==> config.mk <==
export PLATFORM = sky130hd
export DESIGN_NAME = score_counter
export DESIGN_NICKNAME = d
export VERILOG_FILES = /design/src/rtl/score_counter.sv
export SDC_FILE = /design/constraint.sdc
export NUM_CORES = 1
export LEC_CHECK = 0
export ABC_AREA = 1
export BUFFER_PORTS_ARGS = -buffer_cell sky130_fd_sc_hd__buf_2
export CAP_MARGIN = 30
export CORE_ASPECT_RATIO = 0.75
export CORE_UTILIZATION = 55
export DETAILED_ROUTE_END_ITERATION = 12
export PLACE_DENSITY = 0.8
export SLEW_MARGIN = 20
export SYNTH_ARGS = -nofsm -noshare
export SYNTH_HDL_FRONTEND = slang
export SYNTH_SLANG_ARGS = --single-unit
==> constraint.sdc <==
create_clock -name clk -period 2.2 [get_ports clk]
set_clock_uncertainty 0.1 [all_clocks]
set_input_delay 0.11 -clock clk [delete_from_list [all_inputs] [get_ports clk]]
set_output_delay 0.11 -clock clk [all_outputs]
set_load 0.01 [all_outputs]
==> src/rtl/score_counter.sv <==
// rtl/score_counter.sv - packed-BCD game score, session high score and speed level
//
// Purpose:
//   Counts 60 Hz game ticks while a game is running and turns every
//   TICKS_PER_POINT ticks into one score point, kept as packed BCD for
//   score_render.  Freezes on crash, clears on game start, keeps the best
//   score since reset and a speed level for the obstacle stage.
//
// Ports:
//   clk                 system clock (shared with graphics_top)
//   rst                 synchronous reset, active-high
//   i_game_tick         1-cycle pulse, 60 Hz frame tick
//   i_game_start_pulse  1-cycle pulse, new game begins (also restarts a running game)
//   i_game_over_pulse   1-cycle pulse, crash detected
//   o_score             current score, packed BCD, digit 0 in [3:0]
//   o_high_score        best score since reset, packed BCD
//   o_new_high          the last finished game set a new high score
//   o_speed_level       +1 per 100 points, saturates at MAX_LEVEL
//   o_milestone_pulse   1-cycle pulse when the score reaches a multiple of 100

module score_counter #(
   parameter int NUM_DIGITS      = 4,
   parameter int TICKS_PER_POINT = 6,
   parameter int MAX_LEVEL       = 7
) (
   input  logic                    clk,
   input  logic                    rst,
   input  logic                    i_game_tick,
   input  logic                    i_game_start_pulse,
   input  logic                    i_game_over_pulse,
   output logic [4*NUM_DIGITS-1:0] o_score,
   output logic [4*NUM_DIGITS-1:0] o_high_score,
   output logic                    o_new_high,
   output logic [2:0]              o_speed_level,
   output logic                    o_milestone_pulse
);

   localparam int SW = 4 * NUM_DIGITS;

   typedef enum logic [1:0] {
      S_IDLE,
      S_RUNNING,
      S_OVER
   } state_t;

   state_t        r_state,     w_state_next;
   logic [7:0]    r_presc,     w_presc_next;
   logic [SW-1:0] r_score,     w_score_next;
   logic [SW-1:0] r_high,      w_high_next;
   logic          r_new_high,  w_new_high_next;
   logic [2:0]    r_level,     w_level_next;
   logic          r_milestone, w_milestone_next;

   logic [SW-1:0] w_score_inc;
   logic          w_saturated;
   logic          w_cross_100;
   logic          w_point;

   // Ripple BCD +1: each digit at 9 rolls to 0 and passes the carry on.
   // A carry surviving past the top digit means the score is all 9s.
   always_comb begin : bcd_inc
      logic v_carry;
      v_carry     = 1'b1;
      w_score_inc = '0;
      for (int d = 0; d < NUM_DIGITS; d++) begin
         if (v_carry && (r_score[4*d +: 4] == 4'd9)) begin
            w_score_inc[4*d +: 4] = 4'd0;
         end else begin
            w_score_inc[4*d +: 4] = r_score[4*d +: 4] + {3'b000, v_carry};
            v_carry               = 1'b0;
         end
      end
      w_saturated = v_carry;
   end

   // Carry out of digit 1 into digit 2 happens exactly when the low two
   // digits read 99; at all-9s the score holds, so no milestone.
   assign w_cross_100 = (r_score[7:0] == 8'h99) && !w_saturated;
   assign w_point     = i_game_tick && (r_presc == 8'(TICKS_PER_POINT - 1));

   always_comb begin
      w_state_next     = r_state;
      w_presc_next     = r_presc;
      w_score_next     = r_score;
      w_high_next      = r_high;
      w_new_high_next  = r_new_high;
      w_level_next     = r_level;
      w_milestone_next = 1'b0;

      // Start outranks both a coincident crash and a coincident tick.
      if (i_game_start_pulse) begin
         w_state_next    = S_RUNNING;
         w_presc_next    = 8'd0;
         w_score_next    = '0;
         w_level_next    = 3'd0;
         w_new_high_next = 1'b0;
      end else begin
         case (r_state)
            S_RUNNING: begin
               if (i_game_over_pulse) begin
                  // Crash freezes the pre-tick score.  Nibbles never exceed 9,
                  // so a plain unsigned compare of packed BCD is a magnitude compare.
                  w_state_next = S_OVER;
                  if (r_score > r_high) begin
                     w_high_next     = r_score;
                     w_new_high_next = 1'b1;
                  end
               end else if (i_game_tick) begin
                  if (w_point) begin
                     w_presc_next = 8'd0;
                     if (!w_saturated) begin
                        w_score_next     = w_score_inc;
                        w_milestone_next = w_cross_100;
                        if (w_cross_100 && (r_level != 3'(MAX_LEVEL))) begin
                           w_level_next = r_level + 3'd1;
                        end
                     end
                  end else begin
                     w_presc_next = r_presc + 8'd1;
                  end
               end
            end
            default: begin
               // IDLE and OVER ignore ticks and crash pulses.
            end
         endcase
      end
   end

   always_ff @(posedge clk) begin
      if (rst) begin
         r_state     <= S_IDLE;
         r_presc     <= 8'd0;
         r_score     <= '0;
         r_high      <= '0;
         r_new_high  <= 1'b0;
         r_level     <= 3'd0;
         r_milestone <= 1'b0;
      end else begin
         r_state     <= w_state_next;
         r_presc     <= w_presc_next;
         r_score     <= w_score_next;
         r_high      <= w_high_next;
         r_new_high  <= w_new_high_next;
         r_level     <= w_level_next;
         r_milestone <= w_milestone_next;
      end
   end

   assign o_score           = r_score;
   assign o_high_score      = r_high;
   assign o_new_high        = r_new_high;
   assign o_speed_level     = r_level;
   assign o_milestone_pulse = r_milestone;

endmodule

==> flow_summary.toml <==
[critical_path]
crit_type = "flip-flop to flip-flop"
startpoint_type = "flip-flop"
cp-end-kind = "flip-flop"
cp_slowest_stage_delay_ns = 0.34
reg2reg_from = "o_high_score[11]"
path_cells = "inv_1 > ha_1 > nand4_1 > nor2_1 > nand3_2 > buf_4 > nand4_1 > nand2_1 > nor2_1"
critPathTopFamily = "simple AND/OR/NAND/NOR gates"
rr_worst_depth = 9
cp.arrival_ns = 2.17
cp_max_fo = 11
rrSetupSlack_ns = 0.18
cp.required_ns = 2.35
path_buf_inv = 2
reg2reg_to = "o_high_score[14]"
path_depth = 9
slowest_stage = "dfxtp_1"

[synth]
syn_inst = 403
syn-num-nets = 434
synthMuxAreaShare = 0
synth_xor_area_frac = 0.009154
synthAdderAreaFrac = 0.1133
syn_area_sq_um = 2870
synth_compound_area_frac = 0.07193
synth-simple-area-share = 0.3548
ys_types = 31
syn_area_per_cell_sq_um = 7.122
yosysWarnings = 0
ys_seq_elements = 47
synth_top_family_by_area = "simple AND/OR/NAND/NOR gates"
yosysSeqAreaShare = 0.3278

[placed_design]
place_hpwl_mm = 4.776
port_buffers = 41
place_congestion = 0.8097

[floorplan]
die_h_um = 64.56
initial_core_util = 0.5793
ios = 42
rows = 22
core_area_sq_um = 4955
die_width_um = 85.42
dieArea_sq_um = 5514

[drt]
routed_wl_mm = 6.419
drc = 0
first_iter_violations = 260
via_per_inst = 5.140
num_vias = 2647
firstDrtPassIters = 4
final_antenna_net_count = 0
wl_per_cell_um = 12.46

[power]
p_per_area_nw_per_um2 = 1086
vdd_ir_drop_max_mv = 0.5761
p_leak_uw = 0.001618
finalPower_uw = 3555

[sta]
drv_slew = 0
hold_viol = 0
finalSetupViolCount = 0
fin_tns_setup_ns = 0
period_minus_slack_ns = 2.020
hold_ws_ns = 0.06367
fmax_ghz = 0.4951
rsz0062_at_grt = "false"
worstMarginPinSlew_ns = 0.5228
slew_headroom = 0.6493
fin_crit_sh = 0.9181

[clocking]
htreeDepth = 2
clk_pin_slew_ns = 0.09
cts-root-buf = "clkbuf_8"
cts_buffers = 5
cts_resized = 0
clock_latency_ns = 0.31
cts_tree = "done"
clockBufferDepth = 2
cts.sinks = 47

[global_routing]
track_usage = 0.2564
grtUsageMet2 = 0.4260
grt.busiest_layer = "met2"
gr-total-overflow = 0
grt_max_degree = 19
grt_antenna_before_repair = 0
use_met3 = 0.04586
grt_pass1_wl_mm = 11.19
grt_pass1_vias = 2540
grt_use_met1 = 0.3362

[min_path]
worstHoldStart = "rst"
hold_depth = 4
hold_end = "o_speed_level[2]"
hp-class = "input port to flip-flop"

[final_layout]
area_growth_pct = 14.08
fin_nets = 486
num_antenna_cells = 0
drive_gt1_frac = 0.2000
fin_util = 0.6609

[outcome]
status = "complete, no violations"

[job]
maxCapViolations = 0
## where the power goes
part           internal, uW  total (uW)  switching [uW]
clock                   247         539             292
sequential              919         953            33.5
combinational           806        2060            1260
total                  1970        3560            1580
## area by class of cell
| type | count | area [sq um] |
|---|---|---|
| Inverter | 79 | 296.5 |
| Sequential cell | 47 | 940.9 |
| Fill cell | 444 | 1680 |
| Tap cell | 60 | 75.07 |
| Clock inverter | 1 | 5.005 |
| Timing Repair Buffer | 52 | 287.8 |
| Clock buffer | 6 | 82.58 |
| Multi-Input combinational cell | 270 | 1587 |
## state kept, by name (all words and copies together), names as in the netlist
signal,count
r_presc,8
o_milestone_pulse,1
o_new_high,1
o_high_score,16
r_state,2
o_speed_level,3
o_score,16
## metrics by stage
step,instance area (sq um),instances,worst slack [ns]
2_1_floorplan,2870,403,0.4253
3_3_place_gp,3132,501,0.2365
3_5_place_dp,3132,501,0.1897
4_1_cts,3219,508,0.1586
5_1_grt,3274,515,0.01163
6_report,3274,515,0.1802
## worst max-delay path by stage
| stage | startpoint | endpoint | slack [ns] |
|---|---|---|---|
| floorplan | o_high_score[11] | o_high_score[10] | 0.43 |
| global placement | o_high_score[11] | o_high_score[3] | 0.24 |
| global route | o_high_score[15] | o_high_score[14] | 0.01 |
| CTS | o_high_score[11] | o_high_score[0] | 0.16 |
| finish | o_high_score[11] | o_high_score[14] | 0.18 |
| detailed placement | o_high_score[11] | o_high_score[0] | 0.19 |
## metal layers
layer / wire (um) / vias to the layer above / share of wire
met5: 0 / - / 0
met3: 401 / 7 / 0.062
met4: 85 / 0 / 0.013
met1: 3077 / 1179 / 0.48
met2: 2856 / 73 / 0.44
li1: - / 1388 / -
## what timing repair did
item	CTS	global route
setup buffers	0	6
hold buffers	0	0
endpoints found under the setup margin	0	10
## worst reg2reg max path, delay by kind of cell, from the launching register on
family | cells | cell delay, ns
flops | 1 | 0.34
fa+ha+maj | 1 | 0.31
buf+inv | 2 | 0.34
simple gates | 6 | 0.89
## cell families after synthesis
kind of cell	Yosys count
buffers and inverters	87
flip-flops	47
XOR/XNOR	3
AO/OA/AOI/OAI	40
adder cells (fa/ha/maj)	26
AND/OR/NAND/NOR	200
## layout by cell type, fill, tap and decap left out, types with 2 or more instances in the layout
cell,instances
nor3_2,3
a21oi_1,22
nor3b_1,4
nor2_4,5
nand3_2,2
dfxtp_1,47
nand4_1,21
inv_1,74
buf_4,11
xor2_1,3
ha_1,26
inv_2,4
nor3_1,3
o21ai_0,12
nor2_2,5
nand3_4,2
nor2_8,2
clkbuf_8,6
buf_2,41
nand3_1,11
nand2_1,88
nand2_2,5
nor2_1,45
o21ai_1,3
nand2_4,3
## cells in the mapped netlist
cell      instances  share of area
nor3_2            3          0.010
nand4_2           1         0.0044
a211oi_1          1         0.0026
clkbuf_1          2         0.0026
nand2_4           3          0.012
nand3_1          11          0.019
a21o_1            1         0.0026
nor2_8            2          0.014
buf_6             3          0.012
o21ai_0          12          0.021
a21oi_1          22          0.038
xor2_1            3         0.0092
nand3_4           2          0.012
nand2_1          88           0.12
nand3_2           1         0.0035
clkinv_1          1         0.0013
inv_1            74          0.097
nor2_1           45          0.059
nand3b_1          1         0.0026
nand4_1          21          0.046
nor2_4            5          0.020
dfxtp_1          47           0.33
buf_2             3         0.0052
nor3b_1           4          0.010
nand2_2           5          0.011
a31oi_1           1         0.0022
inv_2             4         0.0052
ha_1             26           0.11
o21ai_1           3         0.0052
nor2_2            5          0.011
nor3_1            3         0.0052
Power figures use the tool's default switching activity.
